### src/rtl/score_keeper_pkg.sv
// Shared types and constants for the score_keeper slice.
package score_keeper_pkg;

  localparam int unsigned DIGIT_W       = 4;
  localparam logic [3:0]  BCD_MAX_DIGIT = 4'd9;
  localparam logic [15:0] SCORE_MAX     = 16'h9999;

  typedef enum logic [1:0] {
    IDLE  = 2'd0,
    ADD   = 2'd1,
    CMP   = 2'd2,
    HS_WR = 2'd3
  } state_t;

endpackage

### src/rtl/score_keeper_bcd_digit_inc.sv
// Combinational single BCD digit increment with carry in/out.
module bcd_digit_inc
  import score_keeper_pkg::*;
(
  input  logic [DIGIT_W-1:0] digit_in,
  input  logic               carry_in,
  output logic [DIGIT_W-1:0] digit_c,
  output logic               carry_c
);

  always_comb begin
    digit_c = digit_in;
    carry_c = 1'b0;
    if (carry_in) begin
      if (digit_in >= BCD_MAX_DIGIT) begin
        digit_c = '0;
        carry_c = 1'b1;
      end else begin
        digit_c = digit_in + DIGIT_W'(1);
      end
    end
  end

endmodule

### src/rtl/score_keeper.sv
// Packed-BCD score/highscore sequencer with buffered point events.
// Define SCORE_SAT_EN to saturate the score at 9999 instead of wrapping to 0000.
module score_keeper
  import score_keeper_pkg::*;
#(
  parameter int unsigned PEND_W = 3,
  parameter int unsigned NDIG   = 4
) (
  input  logic                      ClkPort,
  input  logic                      Reset,
  input  logic                      point_req,
  input  logic                      clear,
  output logic [NDIG*DIGIT_W-1:0]   score,
  output logic [NDIG*DIGIT_W-1:0]   highscore,
  output logic                      new_high,
  output logic                      busy,
  output logic                      dropped
);

  localparam int unsigned SCORE_W = NDIG * DIGIT_W;
  localparam int unsigned IDX_W   = (NDIG > 1) ? $clog2(NDIG) : 1;
  localparam logic [PEND_W-1:0] PEND_MAX = '1;

  state_t              state_q, state_d;
  logic [IDX_W-1:0]    idx_q, idx_d;
  logic                carry_q, carry_d;
  logic [PEND_W-1:0]   pend_q, pend_d;
  logic [SCORE_W-1:0]  score_d, highscore_d;
  logic                new_high_d, dropped_d, busy_d;
  logic                launch;
  logic [DIGIT_W-1:0]  cur_digit, inc_digit;
  logic                inc_carry;

  assign launch    = (state_q == IDLE) && (pend_q != '0);
  assign cur_digit = score[idx_q*DIGIT_W +: DIGIT_W];

  bcd_digit_inc u_inc (
    .digit_in (cur_digit),
    .carry_in (carry_q),
    .digit_c  (inc_digit),
    .carry_c  (inc_carry)
  );

  // Registers: FSM state plus all datapath and output flops.
  always_ff @(posedge ClkPort or posedge Reset) begin
    if (Reset) begin
      state_q   <= IDLE;
      idx_q     <= '0;
      carry_q   <= 1'b0;
      pend_q    <= '0;
      score     <= '0;
      highscore <= '0;
      new_high  <= 1'b0;
      dropped   <= 1'b0;
      busy      <= 1'b0;
    end else begin
      state_q   <= state_d;
      idx_q     <= idx_d;
      carry_q   <= carry_d;
      pend_q    <= pend_d;
      score     <= score_d;
      highscore <= highscore_d;
      new_high  <= new_high_d;
      dropped   <= dropped_d;
      busy      <= busy_d;
    end
  end

  // Next-state, pending bookkeeping and digit ripple.
  always_comb begin
    state_d     = state_q;
    idx_d       = idx_q;
    carry_d     = carry_q;
    pend_d      = pend_q;
    score_d     = score;
    highscore_d = highscore;
    new_high_d  = 1'b0;
    dropped_d   = dropped;

    if (point_req && !launch) begin
      if (pend_q == PEND_MAX) dropped_d = 1'b1;
      else                    pend_d    = pend_q + PEND_W'(1);
    end else if (launch && !point_req) begin
      pend_d = pend_q - PEND_W'(1);
    end

    case (state_q)
      IDLE: begin
        if (launch) begin
          idx_d   = '0;
          carry_d = 1'b1;
          state_d = ADD;
`ifdef SCORE_SAT_EN
          if (score == SCORE_MAX) state_d = CMP;
`endif
        end
      end
      ADD: begin
        score_d[idx_q*DIGIT_W +: DIGIT_W] = inc_digit;
        if (inc_carry && (idx_q != IDX_W'(NDIG - 1))) begin
          idx_d = idx_q + IDX_W'(1);
        end else begin
          carry_d = 1'b0;
          state_d = CMP;
        end
      end
      CMP: begin
        // BCD ordering matches numeric ordering, so a plain unsigned compare works.
        if (score > highscore) begin
          state_d    = HS_WR;
          new_high_d = 1'b1;
        end else begin
          state_d = IDLE;
        end
      end
      HS_WR: begin
        highscore_d = score;
        state_d     = IDLE;
      end
      default: state_d = IDLE;
    endcase

    if (clear) begin
      state_d     = IDLE;
      idx_d       = '0;
      carry_d     = 1'b0;
      pend_d      = '0;
      score_d     = '0;
      highscore_d = highscore;
      new_high_d  = 1'b0;
      dropped_d   = 1'b0;
    end

    busy_d = (state_d != IDLE) || (pend_d != '0);
  end

endmodule

### config.mk
export PLATFORM = sky130hd
export DESIGN_NAME = score_keeper
export DESIGN_NICKNAME = d
export VERILOG_FILES = /design/src/rtl/score_keeper_pkg.sv /design/src/rtl/score_keeper_bcd_digit_inc.sv /design/src/rtl/score_keeper.sv
export SDC_FILE = /design/constraint.sdc
export NUM_CORES = 1
export LEC_CHECK = 0
export CORE_ASPECT_RATIO = 0.7
export CORE_MARGIN = 1
export CORE_UTILIZATION = 45
export CTS_CLUSTER_SIZE = 10
export DETAILED_ROUTE_END_ITERATION = 8
export PLACE_DENSITY_LB_ADDON = 0.25
export SLEW_MARGIN = 20
export SYNTH_ARGS = -nofsm -noshare
export SYNTH_HDL_FRONTEND = slang
export SYNTH_SLANG_ARGS = --single-unit
### constraint.sdc
create_clock -name ClkPort -period 2.8 [get_ports ClkPort]
set_input_delay 0.28 -clock ClkPort [delete_from_list [all_inputs] [get_ports ClkPort]]
set_output_delay 0.28 -clock ClkPort [all_outputs]
set_load 0.01 [all_outputs]
==> impl_metrics.csv <==
group,metric,value,unit
run_status,status,"completed",
grt,grt_pass1_wl,10200,µm
floorplan,dieArea,5950,µm²
synth,synth_edf_count,0,
sta,final-setup-viol-count,0,
place,hpwl,4750,µm
job,maxCapViolations,0,
clocking,htreeDepth,2,
floorplan,core-area,5340,µm²
sta,fin_crit_sh,87.8,%
sta,layout_min_cycle_time,2.46,ns
synth,synth_cell_type_count,45,
clocking,cts_setup_buffers,0,
synth,syn_area,2540,µm²
drt,vias_per_cell,5.60,
worst_setup_path,cp-start-kind,"flop",
grt,antenna_found_initial,0,
synth,synth_common_cells,"43 x dfrtp_1, 26 x ha_1, 26 x inv_1, 18 x nand2_1, 15 x mux2_2",
power_and_ir_drop,power_density,498,nW/µm²
grt,grt.total_usage,22.6,%
synth,yosysTopAreaCell,"dfrtp_1",
floorplan,dieHeight,64.8,µm
layout,area_growth,24.2,%
drt,finalWirelength,6000,µm
drt,drt.antenna.violating_nets,0,
clocking,clock_latency,0.30,ns
drt,vias,2031,
grt,grt_pass1_vias,1965,
synth,synth-seq-cells,43,
clocking,cts_sinks,43,
sta,max_slew.worst_pin.slew,0.913,ns
sta,skew,0.00835,ns
sta,setup_slack,0.342,ns
floorplan,dieWidth,91.8,µm
synth,synth_fp_nets,270,
grt,overflow,0,
grt,grt_max_degree,27,
floorplan,boundaryPins,39,
place,dp_slack,0.391,ns
synth,postSynth.asyncResetShare,100,%
power_and_ir_drop,p_leak,1.40,nW
synth,synth_top_area_share,42.4,%
synth,ys.flop_type,"dfrtp_1",
clocking,cts_hold_buf,0,
drt,wl_per_cell,16.5,µm
sta,slew-limit-headroom,38.8,%
synth,syn_avg_cell_area,10.6,µm²
synth,yosysMostFrequentCell,"dfrtp_1",
synth,synth_cells,240,
drt,drc,0,
place,place_congestion,0.906,
floorplan,core.rowCount,22,
sta,hold_viol,0,
synth,synth_top_cells_by_area,"dfrtp_1 42%, ha_1 13%, mux2_2 6.7%",
clocking,cts_resized,0,
worst_setup_path,crit_fanout,8,
clocking,cts-root-buf,"clkbuf_8",
synth,yosysSeqAreaShare,42.4,%
worst_setup_path,cp.arrival,2.70,ns
sta,maxSlewViolCount,0,
layout,final_layout_size_suffix_gt1_share,13.4,%
synth,synth_warnings,0,
sta,fmax,0.407,GHz
power_and_ir_drop,peakVddDrop,0.322,mV
sta,rsz0062_at_grt,"no",
drt,firstDrtPassIters,4,
layout,nets,320,
worst_setup_path,cp.required,3.04,ns
worst_setup_path,critPathCaptureType,"flop",
place,io_buffers,38,
clocking,clk_pin_slew,0.08,ns
clocking,cts_buffer_depth,2,
worst_setup_path,path_class,"flop to flop",
sta,tns,0,ns
floorplan,initial_utilization,47.5,%
clocking,numCtsBuffers,5,
drt,first_iter_violations,210,
layout,antenna_cells,0,
min_path,hp-class,"primary input to async pin",
clocking,tritoncts,"built",
where the power goes:
part           leakage, nW  switching, mW  internal [mW]
logic                0.768          0.268          0.190
clock network       0.0412          0.214          0.174
registers            0.593         0.0559          0.667
worst max-delay path: stages, from the launching register on:
cell	delay [ns]
dfrtp_1	0.53
mux4_2	0.64
inv_1	0.09
ha_1	0.13
inv_1	0.06
o311ai_4	0.40
inv_2	0.06
nor2_1	0.29
a22o_1	0.19
kinds of logic after synthesis:
group,after synthesis,synth area share (%)
adders and majority gates,26,12.8
DFF,43,42.4
and+or+nand+nor,60,12.6
muxes,20,10.7
xor gates and xnor gates,2,0.690
AOI/OAI and AO/OA,56,15.8
buffers and inverters,33,4.93
per-layer routing:
layer  GRT usage, %  wire [µm]  up-vias
li1               -          -      976
met1           35.6       3080      985
met2           31.8       2470       63
met3           3.99        387        7
met4           5.47         70        0
met5              0          0        -
cells in the final DEF (no fill, tap or decap), drive strengths merged, types with 3 or more instances in the layout:
cell type	n
clkbuf	6
buf	11
and4	3
mux2	15
ha	26
dfrtp	43
o211ai	4
a22o	8
nor2	8
nand2b	3
a21o	3
o21ai	12
clkdlybuf4s50	38
nor2b	3
inv	26
a21oi	14
nand2	18
mux4	4
nand3	10
cell type report:
class                      count  area (µm²)
clock buffer                   6        72.6
multi-input combinational    164        1340
clock inverter                 2        12.5
tap                           72        90.1
timing repair buffer          49         463
sequential                    43        1080
fill                         456        2190
inverter                      27         101
stage by stage:
step / cell area, µm² / std cells / hold WS [ns] / total power [mW] / util, %
floorplan: 2540 / 240 / 0.477 / 1.07 / -
global placement: 3070 / 355 / 0.497 / 1.19 / 57.4
detailed placement: 3070 / 355 / 0.508 / 1.19 / 57.4
CTS: 3150 / 363 / 0.399 / 1.58 / 59.0
global route: 3150 / 363 / 0.449 / 1.68 / 59.0
finish: 3150 / 363 / 0.373 / 1.57 / 59.0
sequential cells by signal, summed over array words and instances (netlist names):
| signal | flops |
|---|---|
| new_high | 1 |
| busy | 1 |
| highscore | 16 |
| idx_q | 2 |
| state_q | 2 |
| dropped | 1 |
| carry_q | 1 |
| score | 16 |
| pend_q | 3 |
path summary, 6_finish.rpt:
check / from / to / slack, ns / cells past startpoint
hold reg to reg: highscore[0] / highscore[0] / 0.52 / 2
hold / removal: Reset / highscore[2] / 0.37 / 2
setup reg to reg: idx_q[1] / score[1] / 0.34 / 8
min in group ClkPort: highscore[0] / highscore[0] / 0.52 / 2
max in group asynchronous: Reset / score[14] / 1.83 / 3
setup / recovery: idx_q[1] / score[1] / 0.34 / 8
(Power assumes the default switching activity.)
